==> config.mk <==
export PLATFORM = sky130hd
export DESIGN_NAME = instr_sequencer
export DESIGN_NICKNAME = d
export VERILOG_FILES = /design/src/rtl/instr_sequencer.sv
export SDC_FILE = /design/constraint.sdc
export NUM_CORES = 1
export LEC_CHECK = 0
export ABC_AREA = 1
export CAP_MARGIN = 5
export CORE_MARGIN = 10
export CORE_UTILIZATION = 30
export CTS_BUF_LIST = sky130_fd_sc_hd__clkbuf_4 sky130_fd_sc_hd__clkbuf_8 sky130_fd_sc_hd__clkbuf_16
export CTS_CLUSTER_DIAMETER = 120
export DETAILED_ROUTE_END_ITERATION = 12
export SYNTH_ARGS = -nofsm -noshare
export SYNTH_HDL_FRONTEND = slang
export SYNTH_SLANG_ARGS = --single-unit
==> constraint.sdc <==
create_clock -name clk -period 2.8 [get_ports clk]
set_clock_uncertainty 0.05 [all_clocks]
set_input_delay 0.84 -clock clk [delete_from_list [all_inputs] [get_ports clk]]
set_output_delay 0.84 -clock clk [all_outputs]
set_load 0.03 [all_outputs]
==> src/rtl/instr_sequencer.sv <==
// Multicycle instruction sequencer: walks each instruction through fetch/decode/
// execute/memory/write-back, handshakes with I/D memory, traps and counts retires.
module instr_sequencer #(
  parameter int unsigned TIMEOUT = 16
) (
  input  logic        clk,
  input  logic        rst_n,
  input  logic        Run,
  input  logic [6:0]  OpCode,
  input  logic        IMemReady,
  input  logic        DMemReady,
  output logic        IMemReq,
  output logic        IRWr,
  output logic        DMemReq,
  output logic        DMemWr,
  output logic        RUWrEn,
  output logic        PCWr,
  output logic        Trap,
  output logic [2:0]  State,
  output logic [31:0] InstRet
);

  localparam int unsigned CW = $clog2(TIMEOUT + 1);
  localparam logic [CW-1:0] WLAST = CW'(TIMEOUT - 1);

  localparam logic [6:0] OP_R      = 7'b0110011;
  localparam logic [6:0] OP_I      = 7'b0010011;
  localparam logic [6:0] OP_LOAD   = 7'b0000011;
  localparam logic [6:0] OP_STORE  = 7'b0100011;
  localparam logic [6:0] OP_BRANCH = 7'b1100011;
  localparam logic [6:0] OP_JAL    = 7'b1101111;
  localparam logic [6:0] OP_JALR   = 7'b1100111;
  localparam logic [6:0] OP_LUI    = 7'b0110111;
  localparam logic [6:0] OP_AUIPC  = 7'b0010111;

  typedef enum logic [2:0] {
    IDLE   = 3'd0,
    FETCH  = 3'd1,
    DECODE = 3'd2,
    EXEC   = 3'd3,
    MEM    = 3'd4,
    WB     = 3'd5,
    TRAP   = 3'd6
  } state_t;

  state_t        state, nxt;
  logic [CW-1:0] wcnt;
  logic          retire;
  logic          legal;
  logic          is_load, is_store;

  assign is_load  = (OpCode == OP_LOAD);
  assign is_store = (OpCode == OP_STORE);

  always_comb begin
    legal = 1'b0;
    case (OpCode)
      OP_R, OP_I, OP_LOAD, OP_STORE, OP_BRANCH,
      OP_JAL, OP_JALR, OP_LUI, OP_AUIPC: legal = 1'b1;
      default:                           legal = 1'b0;
    endcase
  end

  always_comb begin
    nxt     = state;
    IMemReq = 1'b0;
    IRWr    = 1'b0;
    DMemReq = 1'b0;
    DMemWr  = 1'b0;
    RUWrEn  = 1'b0;
    PCWr    = 1'b0;
    retire  = 1'b0;
    case (state)
      IDLE:   if (Run) nxt = FETCH;
      FETCH: begin
        IMemReq = 1'b1;
        // ready on the deadline cycle wins over the timeout
        if (IMemReady) begin
          IRWr = 1'b1;
          nxt  = DECODE;
        end else if (wcnt == WLAST) begin
          nxt = TRAP;
        end
      end
      DECODE: nxt = legal ? EXEC : TRAP;
      EXEC: begin
        if (is_load || is_store) begin
          nxt = MEM;
        end else if (OpCode == OP_BRANCH) begin
          PCWr   = 1'b1;
          retire = 1'b1;
        end else begin
          nxt = WB;
        end
      end
      MEM: begin
        DMemReq = 1'b1;
        DMemWr  = is_store;
        if (DMemReady) begin
          if (is_store) begin
            PCWr   = 1'b1;
            retire = 1'b1;
          end else begin
            nxt = WB;
          end
        end else if (wcnt == WLAST) begin
          nxt = TRAP;
        end
      end
      WB: begin
        RUWrEn = 1'b1;
        PCWr   = 1'b1;
        retire = 1'b1;
      end
      TRAP:    nxt = TRAP;
      default: nxt = IDLE;
    endcase
    if (retire) nxt = Run ? FETCH : IDLE;
  end

  // Every entry into FETCH/MEM is a state change, so clearing on change
  // restarts the wait budget for each new request.
  always_ff @(posedge clk or negedge rst_n) begin
    if (!rst_n) begin
      state   <= IDLE;
      wcnt    <= '0;
      InstRet <= '0;
    end else begin
      state <= nxt;
      if (state != nxt)
        wcnt <= '0;
      else if ((state == FETCH && !IMemReady) || (state == MEM && !DMemReady))
        wcnt <= wcnt + CW'(1);
      if (retire)
        InstRet <= InstRet + 32'd1;
    end
  end

  assign Trap  = (state == TRAP);
  assign State = state;

endmodule

==> results.md, run 1 <==
- Syn Nets: 363
- Synth unique cells: 31
- Starting Density: 31.1%
- GPL Wtd Cong: 0.846
- Setup crit start: DMemReady
- Fill cells: 870
- Crit-path max cell delay: 0.46 ns
- Post-route DRC: 0
- Combinational share of power: 52.0%
- Outcome: complete, no violations
- Chip height: 113 um
- Post-synth top area share: 38.9%
- Worst hold margin: 0.404 ns
- Largest net degree at the start of global routing: 25
- Seq/Total Area, Yosys: 38.9%
- CP Cell Sequence: clkdlybuf4s50_1 > inv_1 > nor2_2 > nand2_2 > nand3b_4 > buf_6
- WP data required: 1.91 ns
- Tot Pwr: 2.54 mW
- Most frequent cell after synthesis: nand2_1
- Clk network pwr share: 14.9%
- Yosys reg bits: 40
- Critical Path Start Type: input pin
- Post-route ant nets: 0
- Gr ovfl total: 0
- Core area: 0.00826 mm2
- Max Buffers Root-to-Sink: 2
- Nature of the critical path endpoint: output pin
- DRT Pass-1 Iters: 7
- Port bufs: 53
- GR Util All Layers: 10.9%
- Endpoints failing hold: 0
- Max-slew violations: 0
- RSZ-0062 raised after global routing: no
- Critical path class: input pin to output pin
- Post-Place Cells: 514
- Initial antenna violation count: 0
- Peak VDD IR: 339 uV
- Slew HR: 67.8%
- Post-Synthesis Cells: 348
- Clk_lat worst skew: 0.30 ns
- Global-route wire length before repair: 11.6 mm
- Net Sw Power: 1.18 mW
- WL/cell: 13.3 um
- Post-synth top cells: 96 x nand2_1, 41 x inv_1, 40 x dfrtp_1
- Leak: 1.60 nW
- Avg Inst Size Synth: 7.38 um2
- Cell accounting for the most synthesized area: dfrtp_1
- Detailed Place HPWL: 5.62 mm
- Vias: 2465
- Primary FF master, synth: dfrtp_1
- Tcrit/Tclk final: 97.5%
- Reg clk slew, reported paths: 0.08 ns
- R2R cell count: 13
- Max Clk Rate: 366 MHz
- FFs w/ async S/R, synth: 100%
- Layout Cells excl Fill: 522
- Root buffer cell: clkbuf_8
- FF-to-FF setup slack: 0.76 ns
- Share of layout cells above drive strength 1: 14.6%
- Sequential power share: 33.1%
- EDFF count, synth: 0
- DRT Wirelength: 6.93 mm
- Final setup vio count: 0
- Total Nets Final: 432
- H-tree depth: 2
- Layout Utilization: 41.1%
- Post-Route Setup TNS: 0 ns
- Slowest CP cell: clkdlybuf4s50_1
- IO Count: 54
- Worst-path maximum fanout: 2
- Vias in the first global route: 2476
- Pwr/cell area: 750 mW/mm2
- Slew @ Worst Pin: 0.479 ns
- Worst hold path class: input pin to asynchronous set/reset pin
- CTS Buf Count: 5
- Max Cap Viol: 0
- TritonCTS clock tree: yes
- WP data arrival: 1.84 ns
- Crit path to: PCWr
- Dominant cells by area after synthesis: dfrtp_1 39%, nand2_1 14%, xor2_1 7.2%
- Clock sink count: 40
- Synth Warn #: 0
- Critical R2R Launch: wcnt[0]
- Site Rows: 33
- Layout area overhead: 31.9%
- Sw frac: 46.3%
- Post-Syn Area: 0.00257 mm2
- Full die area: 0.0127 mm2
- Initial DRC Count: 186
- Fin crit period: 2.73 ns
- Antenna Cells: 0
- RR Endpoint: wcnt[0]
- Pint: 1.36 mW
- Vias per inst: 4.72
- Die X: 113 um
==> registers in the layout (all words and copies together) (netlist names) <==
name     count
wcnt         5
InstRet     32
State        3
==> cell usage in the layout (no fill, tap or decap), types with 8 or more instances in the layout <==
master	count
nand3_1	25
nor2_2	15
nand2_1	94
xnor2_1	8
nand2_2	9
nand4_1	12
clkdlybuf4s50_1	41
xor2_1	21
dfrtp_1	40
nor3_1	15
nor2_1	30
buf_4	14
inv_1	39
==> final cells by class <==
cell class / instances / area (um2) / share of cell area (%)
clock buffer: 6 / 76.3 / 2.25
tap: 105 / 131 / 3.87
clock inverter: 1 / 5.00 / 0.148
sequential: 40 / 1000 / 29.5
multi-input combinational: 260 / 1400 / 41.2
inverter: 45 / 170 / 5.02
timing repair buffer: 65 / 609 / 18.0
==> worst max-delay path, delay by kind of cell <==
family / cells / cell delay (ns)
buf+inv: 3 / 0.65
simple gates: 3 / 0.34
==> metrics by stage <==
stage          setup WS [ns]  cell area, um2
2_1_floorplan         0.0431            2570
3_3_place_gp          -0.148            3280
3_5_place_dp          -0.164            3280
4_1_cts             0.000124            3390
5_1_grt              0.00371            3390
6_report              0.0691            3390
==> power by group through the flow <==
stage                     sequential (mW)  combinational (mW)  clock [mW]
final                               0.841                1.32       0.378
after floorplan                      1.03               0.662           0
after detailed placement            0.855                1.33           0
after CTS                           0.845                1.34       0.393
after global placement              0.853                1.32           0
after global routing                0.870                1.45       0.413
==> cell families (layout without fill, tap and decap cells) <==
group / Yosys count / after routing / synth area share [%]
adder cells (fa/ha/maj): 3 / 3 / 1.46
AO/OA/AOI/OAI: 13 / 13 / 2.92
XOR/XNOR: 29 / 29 / 9.88
flip-flops: 40 / 40 / 38.9
buffers and inverters: 48 / 117 / 7.64
multiplexers: 1 / 1 / 0.389
AND/OR/NAND/NOR: 214 / 214 / 38.8
==> worst min path at each step <==
stage / cells after the start / slack [ns] / end / from
final: 1 / 0.40 / InstRet[7] / rst_n
after global routing: 1 / 0.43 / InstRet[7] / rst_n
after CTS: 1 / 0.41 / InstRet[7] / rst_n
after detailed placement: 1 / 0.43 / InstRet[28] / InstRet[28]
after global placement: 1 / 0.45 / InstRet[28] / InstRet[28]
after floorplan: 2 / 0.47 / wcnt[3] / wcnt[3]
==> per-layer routing <==
metal | up-vias | global-route usage [%] | share of wire [%]
met1 | 1136 | 12.9 | 43
met5 | - | 0 | 0
met3 | 12 | 3.19 | 6.6
met4 | 0 | 3.55 | 1.5
li1 | 1250 | - | -
met2 | 67 | 18.4 | 49
==> repair_timing <==
action	in CTS	in global routing
setup buffers	1	0
hold endpoints to repair	0	0
hold buffers	0	0
gates resized for setup	17	2
pin swaps	7	2
endpoints found under the setup margin	2	3
(Power assumes the default switching activity.)
==> run 2: changes to the inputs <==
==> constraint.sdc (replaced) <==
create_clock -name clk -period 2.7 [get_ports clk]
set_clock_uncertainty 0.05 [all_clocks]
set_input_delay 0.81 -clock clk [delete_from_list [all_inputs] [get_ports clk]]
set_output_delay 0.81 -clock clk [all_outputs]
set_load 0.03 [all_outputs]
==> results.md, run 2 (synthesis results as in run 1) <==
- Outcome: complete, no violations
- Port bufs: 53
- Total Nets Final: 441
- Detailed Place HPWL: 5.60 mm
- Reg clk slew, reported paths: 0.09 ns
- Antenna Cells: 0
- Pwr/cell area: 788 mW/mm2
- Slew @ Worst Pin: 0.594 ns
- CTS Buf Count: 5
- Endpoints failing hold: 0
- Max-slew violations: 0
- Leading cell type in the layout, fill and taps excluded: nand2_1
- Sequential power share: 31.7%
- Chip height: 113 um
- Clk_lat worst skew: 0.30 ns
- Post-route DRC: 0
- Placed inst area: 0.00334 mm2
- GPL Wtd Cong: 0.849
- WP data required: 1.84 ns
- Highest-count cells in the layout ignoring fill and taps: 94 x nand2_1, 40 x dfrtp_1, 39 x inv_1, 38 x clkdlybuf4s50_1, 29 x nor2_1
- Post-Place Cells: 522
- Tcrit/Tclk final: 97.8%
- Worst hold path class: input pin to asynchronous set/reset pin
- Global-route wire length before repair: 11.8 mm
- Site Rows: 33
- Initial antenna violation count: 0
- Reg with most FFs: InstRet
- Pint: 1.51 mW
- Fill cells: 884
- Layout Utilization: 42.3%
- Gr ovfl total: 0
- GR Util All Layers: 11.0%
- WP data arrival: 1.78 ns
- Post-route ant nets: 0
- H-tree depth: 2
- TritonCTS clock tree: yes
- Worst hold margin: 0.444 ns
- Fin crit period: 2.64 ns
- Critical path class: input pin to output pin
- Vias: 2463
- WL/cell: 13.1 um
- Slowest CP cell: clkdlybuf4s50_1
- Vias in the first global route: 2496
- Root buffer cell: clkbuf_8
- Slew HR: 60.4%
- IO Count: 54
- Nature of the critical path endpoint: output pin
- Clk network pwr share: 18.6%
- Final setup vio count: 0
- Die X: 113 um
- Core area: 0.00826 mm2
- Max FFs per register: 32
- Max Cap Viol: 0
- RSZ-0062 raised after global routing: yes
- DRT Pass-1 Iters: 4
- Starting Density: 31.1%
- Multi-input logic area: 0.00141 mm2
- Crit-path max cell delay: 0.46 ns
- CP Cell Sequence: clkdlybuf4s50_1 > inv_1 > nor2_2 > nand2_2 > nand3b_4 > buf_6
- Peak VDD IR: 477 uV
- Share of layout cells above drive strength 1: 16.9%
- Initial DRC Count: 89
- Leak: 1.67 nW
- Combinational share of power: 49.6%
- Net Sw Power: 1.24 mW
- Sw frac: 45.2%
- FF+latch area: 0.00100 mm2
- Layout area overhead: 36.0%
- FF-to-FF setup slack: 0.65 ns
- Critical Path Start Type: input pin
- Largest net degree at the start of global routing: 27
- Clock sink count: 40
- Full die area: 0.0127 mm2
- Vias per inst: 4.63
- Final instance area: 0.00350 mm2
- Post-Route Setup TNS: 0 ns
- DRT Wirelength: 6.97 mm
- Max Buffers Root-to-Sink: 2
- Max Clk Rate: 379 MHz
- Worst-path maximum fanout: 2
- Layout Cells excl Fill: 532
-- run 2: cell count changes in the layout (fill, tap and decap cells not counted), sizes merged --
cell	delta
bufinv	+1
clkinv	-1
buf	+9
clkdlybuf4s50	-3
inv	+1
clkinvlp	+1
dlygate4sd2	+3
clkbuf	-1
-- run 2: final timing paths --
| path | startpoint | endpoint | cells after the start |
|---|---|---|---|
| worst max-delay path | DMemReady | PCWr | 6 |
| worst min-delay path | rst_n | InstRet[27] | 1 |
| worst max register to register | wcnt[0] | wcnt[4] | 13 |
| worst min register to register | InstRet[28] | InstRet[28] | 1 |
| max in group asynchronous | rst_n | InstRet[1] | 2 |
| min in group clk | InstRet[28] | InstRet[28] | 1 |
-- run 2: per-stage QoR --
step / worst slack (ns) / total power [mW]
5_1_grt: -0.0235 / 2.96
3_5_place_dp: -0.203 / 2.27
3_3_place_gp: -0.185 / 2.25
4_1_cts: 0.0136 / 2.79
6_report: 0.0589 / 2.75
2_1_floorplan: 0.153 / 1.75
-- run 2: power groups by stage --
stage	Combinational [mW]	Sequential, mW	Clock, mW
5_1_grt	1.51	0.897	0.551
3_3_place_gp	1.37	0.883	0
3_5_place_dp	1.38	0.886	0
6_report	1.37	0.874	0.513
4_1_cts	1.39	0.876	0.528
2_1_floorplan	0.688	1.06	0
-- run 2: critical path: cells and delay by family --
family / cells / cell delay, ns
and+or+nand+nor: 3 / 0.31
buffers and inverters: 3 / 0.66
-- run 2: repair_timing --
item	CTS	global route
hold buffers	0	0
pin swaps	5	1
endpoints found under the hold margin	0	0
gates resized for setup	20	3
buffers inserted	2	0
endpoints found under the setup margin	4	3
-- run 2: layout make-up --
class / instances / area share (%)
Multi-Input combinational cell: 260 / 40.2
Tap cell: 105 / 3.76
Clock inverter: 3 / 1.32
Timing Repair Buffer: 74 / 19.3
Inverter: 45 / 4.87
Clock buffer: 5 / 1.97
Sequential cell: 40 / 28.6
-- run 2: per-layer routing --
| layer | global-route usage, % | vias to the layer above | wire length [um] |
|---|---|---|---|
| met4 | 2.45 | 0 | 70 |
| met2 | 19.0 | 59 | 3360 |
| met5 | 0 | - | 0 |
| met3 | 3.78 | 10 | 465 |
| met1 | 12.7 | 1126 | 3070 |
| li1 | - | 1268 | - |
==> run 3: changes to the inputs <==
--- a/config.mk
+++ b/config.mk
@@ -8,10 +8,11 @@
 export ABC_AREA = 1
 export CAP_MARGIN = 5
 export CORE_MARGIN = 10
-export CORE_UTILIZATION = 30
+export CORE_UTILIZATION = 45
 export CTS_BUF_LIST = sky130_fd_sc_hd__clkbuf_4 sky130_fd_sc_hd__clkbuf_8 sky130_fd_sc_hd__clkbuf_16
 export CTS_CLUSTER_DIAMETER = 120
 export DETAILED_ROUTE_END_ITERATION = 12
+export PLACE_DENSITY = 0.72
 export SYNTH_ARGS = -nofsm -noshare
 export SYNTH_HDL_FRONTEND = slang
 export SYNTH_SLANG_ARGS = --single-unit
==> results.md, run 3 (synthesis results as in run 1) <==
- Post-Place Cells: 484
- Tcrit/Tclk final: 97.7%
- Core area: 0.00554 mm2
- Worst hold path class: input pin to asynchronous set/reset pin
- Initial DRC Count: 130
- Initial antenna violation count: 0
- TritonCTS clock tree: yes
- Bufs and invs on worst path: 3
- RSZ-0062 raised after global routing: no
- Reg clk slew, reported paths: 0.09 ns
- Nature of the critical path endpoint: output pin
- Net Sw Power: 1.24 mW
- CP Cell Sequence: clkdlybuf4s50_1 > inv_1 > nor2_2 > nand2_2 > nand3b_4 > buf_6
- GPL Wtd Cong: 0.906
- Antenna Cells: 0
- Root buffer cell: clkbuf_8
- Clk network pwr share: 18.2%
- WP data required: 1.84 ns
- DRT Pass-1 Iters: 4
- Highest-count cells in the layout ignoring fill and taps: 94 x nand2_1, 40 x clkdlybuf4s50_1, 39 x dfrtp_1, 39 x inv_1, 30 x nor2_1
- Combinational share of power: 50.3%
- Clock sink count: 40
- Outcome: complete, no violations
- Gr ovfl total: 0
- IO Count: 54
- Final instance area: 0.00345 mm2
- Starting Density: 46.4%
- CP top delay family: buffers and inverters
- Share of layout cells above drive strength 1: 16.9%
- Max FFs per register: 32
- Total Nets Final: 441
- Peak VDD IR: 442 uV
- Final setup vio count: 0
- Slew @ Worst Pin: 0.455 ns
- Critical path class: input pin to output pin
- Leak: 1.65 nW
- Site Rows: 27
- Detailed Place HPWL: 5.34 mm
- Full die area: 0.00913 mm2
- Vias in the first global route: 2493
- Global-route wire length before repair: 11.5 mm
- Max Cap Viol: 0
- Crit-path max cell delay: 0.46 ns
- Pwr/cell area: 801 mW/mm2
- Largest net degree at the start of global routing: 25
- Chip height: 95.6 um
- Post-route ant nets: 0
- Sequential power share: 31.5%
- Sw frac: 45.0%
- Critical Path Start Type: input pin
- Fill cells: 523
- Vias per inst: 4.99
- H-tree depth: 2
- GR Util All Layers: 15.6%
- Layout Cells excl Fill: 499
- Slew HR: 69.4%
- DRT Wirelength: 6.89 mm
- Worst-path maximum fanout: 2
- WP data arrival: 1.78 ns
- CTS Buf Count: 5
- Reg with most FFs: InstRet
- Fin crit period: 2.64 ns
- Leading cell type in the layout, fill and taps excluded: nand2_1
- Endpoints failing hold: 0
- Die X: 95.6 um
- Max Clk Rate: 379 MHz
- Slowest CP cell: clkdlybuf4s50_1
- WL/cell: 13.8 um
- Post-route DRC: 0
- Layout area overhead: 34.4%
- Max Buffers Root-to-Sink: 2
- Clk_lat worst skew: 0.30 ns
- Port bufs: 53
- Max-slew violations: 0
- Vias: 2488
- Pint: 1.52 mW
- Placed inst area: 0.00326 mm2
==> run 3: power by group through the flow <==
| stage | sequential [mW] | clock (mW) | combinational (mW) |
|---|---|---|---|
| final | 0.870 | 0.503 | 1.39 |
| after global routing | 0.896 | 0.539 | 1.54 |
| after CTS | 0.870 | 0.519 | 1.39 |
| after detailed placement | 0.879 | 0 | 1.37 |
| after global placement | 0.880 | 0 | 1.36 |
| after floorplan | 1.06 | 0 | 0.688 |
==> run 3: final cells by class <==
class / instances / area [um2] / area share (%)
clock inverters: 3 / 47.5 / 1.38
inverters: 45 / 170 / 4.93
repair buffers: 74 / 672 / 19.5
well taps: 72 / 90.1 / 2.61
clock buffers: 5 / 68.8 / 1.99
multi-input cells: 260 / 1400 / 40.6
flip-flops and latches: 40 / 1000 / 29.0
==> run 3: metal layers <==
layer	vias up	GRT usage (%)	wire length, um
li1	1277	-	-
met1	1129	17.9	2870
met2	72	25.9	3320
met3	10	5.58	597
met4	0	6.14	101
met5	-	0	0
==> run 3: what timing repair did <==
item                       in CTS  in global routing
gates resized for setup        15                  6
cloned                          0                  0
buffers inserted                7                  0
pin swaps                       8                  3
setup endpoints to repair       3                  9
hold buffers                    0                  0
==> run 3: path summary, 6_finish.rpt <==
path                                  start          end  slack, ns  cells after the start
worst max-delay path              DMemReady         PCWr       0.06                      6
worst min-delay path                  rst_n  InstRet[30]       0.37                      1
worst max register to register      wcnt[0]      wcnt[3]       0.69                     14
worst min register to register  InstRet[28]  InstRet[28]       0.46                      1
max in group asynchronous             rst_n     State[2]       1.56                      2
min in group clk                InstRet[28]  InstRet[28]       0.46                      1
==> run 3: stage by stage <==
step	hold slack [ns]	setup WS, ns	util [%]	total power, mW	TNS [ns]
3_5_place_dp	0.444	-0.198	58.8	2.25	-0.930
6_report	0.369	0.0623	62.3	2.77	0
3_3_place_gp	0.435	-0.165	58.8	2.24	-0.532
4_1_cts	0.372	0.0278	62.0	2.77	0
5_1_grt	0.384	0.0000421	62.3	2.98	0
2_1_floorplan	0.464	0.153	-	1.75	0
==> run 3: worst reg2reg max path, cell delays in order (launching register included) <==
cell and delay [ns]:
dfrtp_1 0.41, ha_1 0.22, and3_1 0.19, ha_1 0.21, nor2_1 0.09, nor2_1 0.04, nand2_1 0.06, nand2_1 0.04
nand2_1 0.07, nand3_1 0.10, nand3_1 0.07, nand2_1 0.07, nor2_2 0.15, nand2_4 0.10, nor2_2 0.08
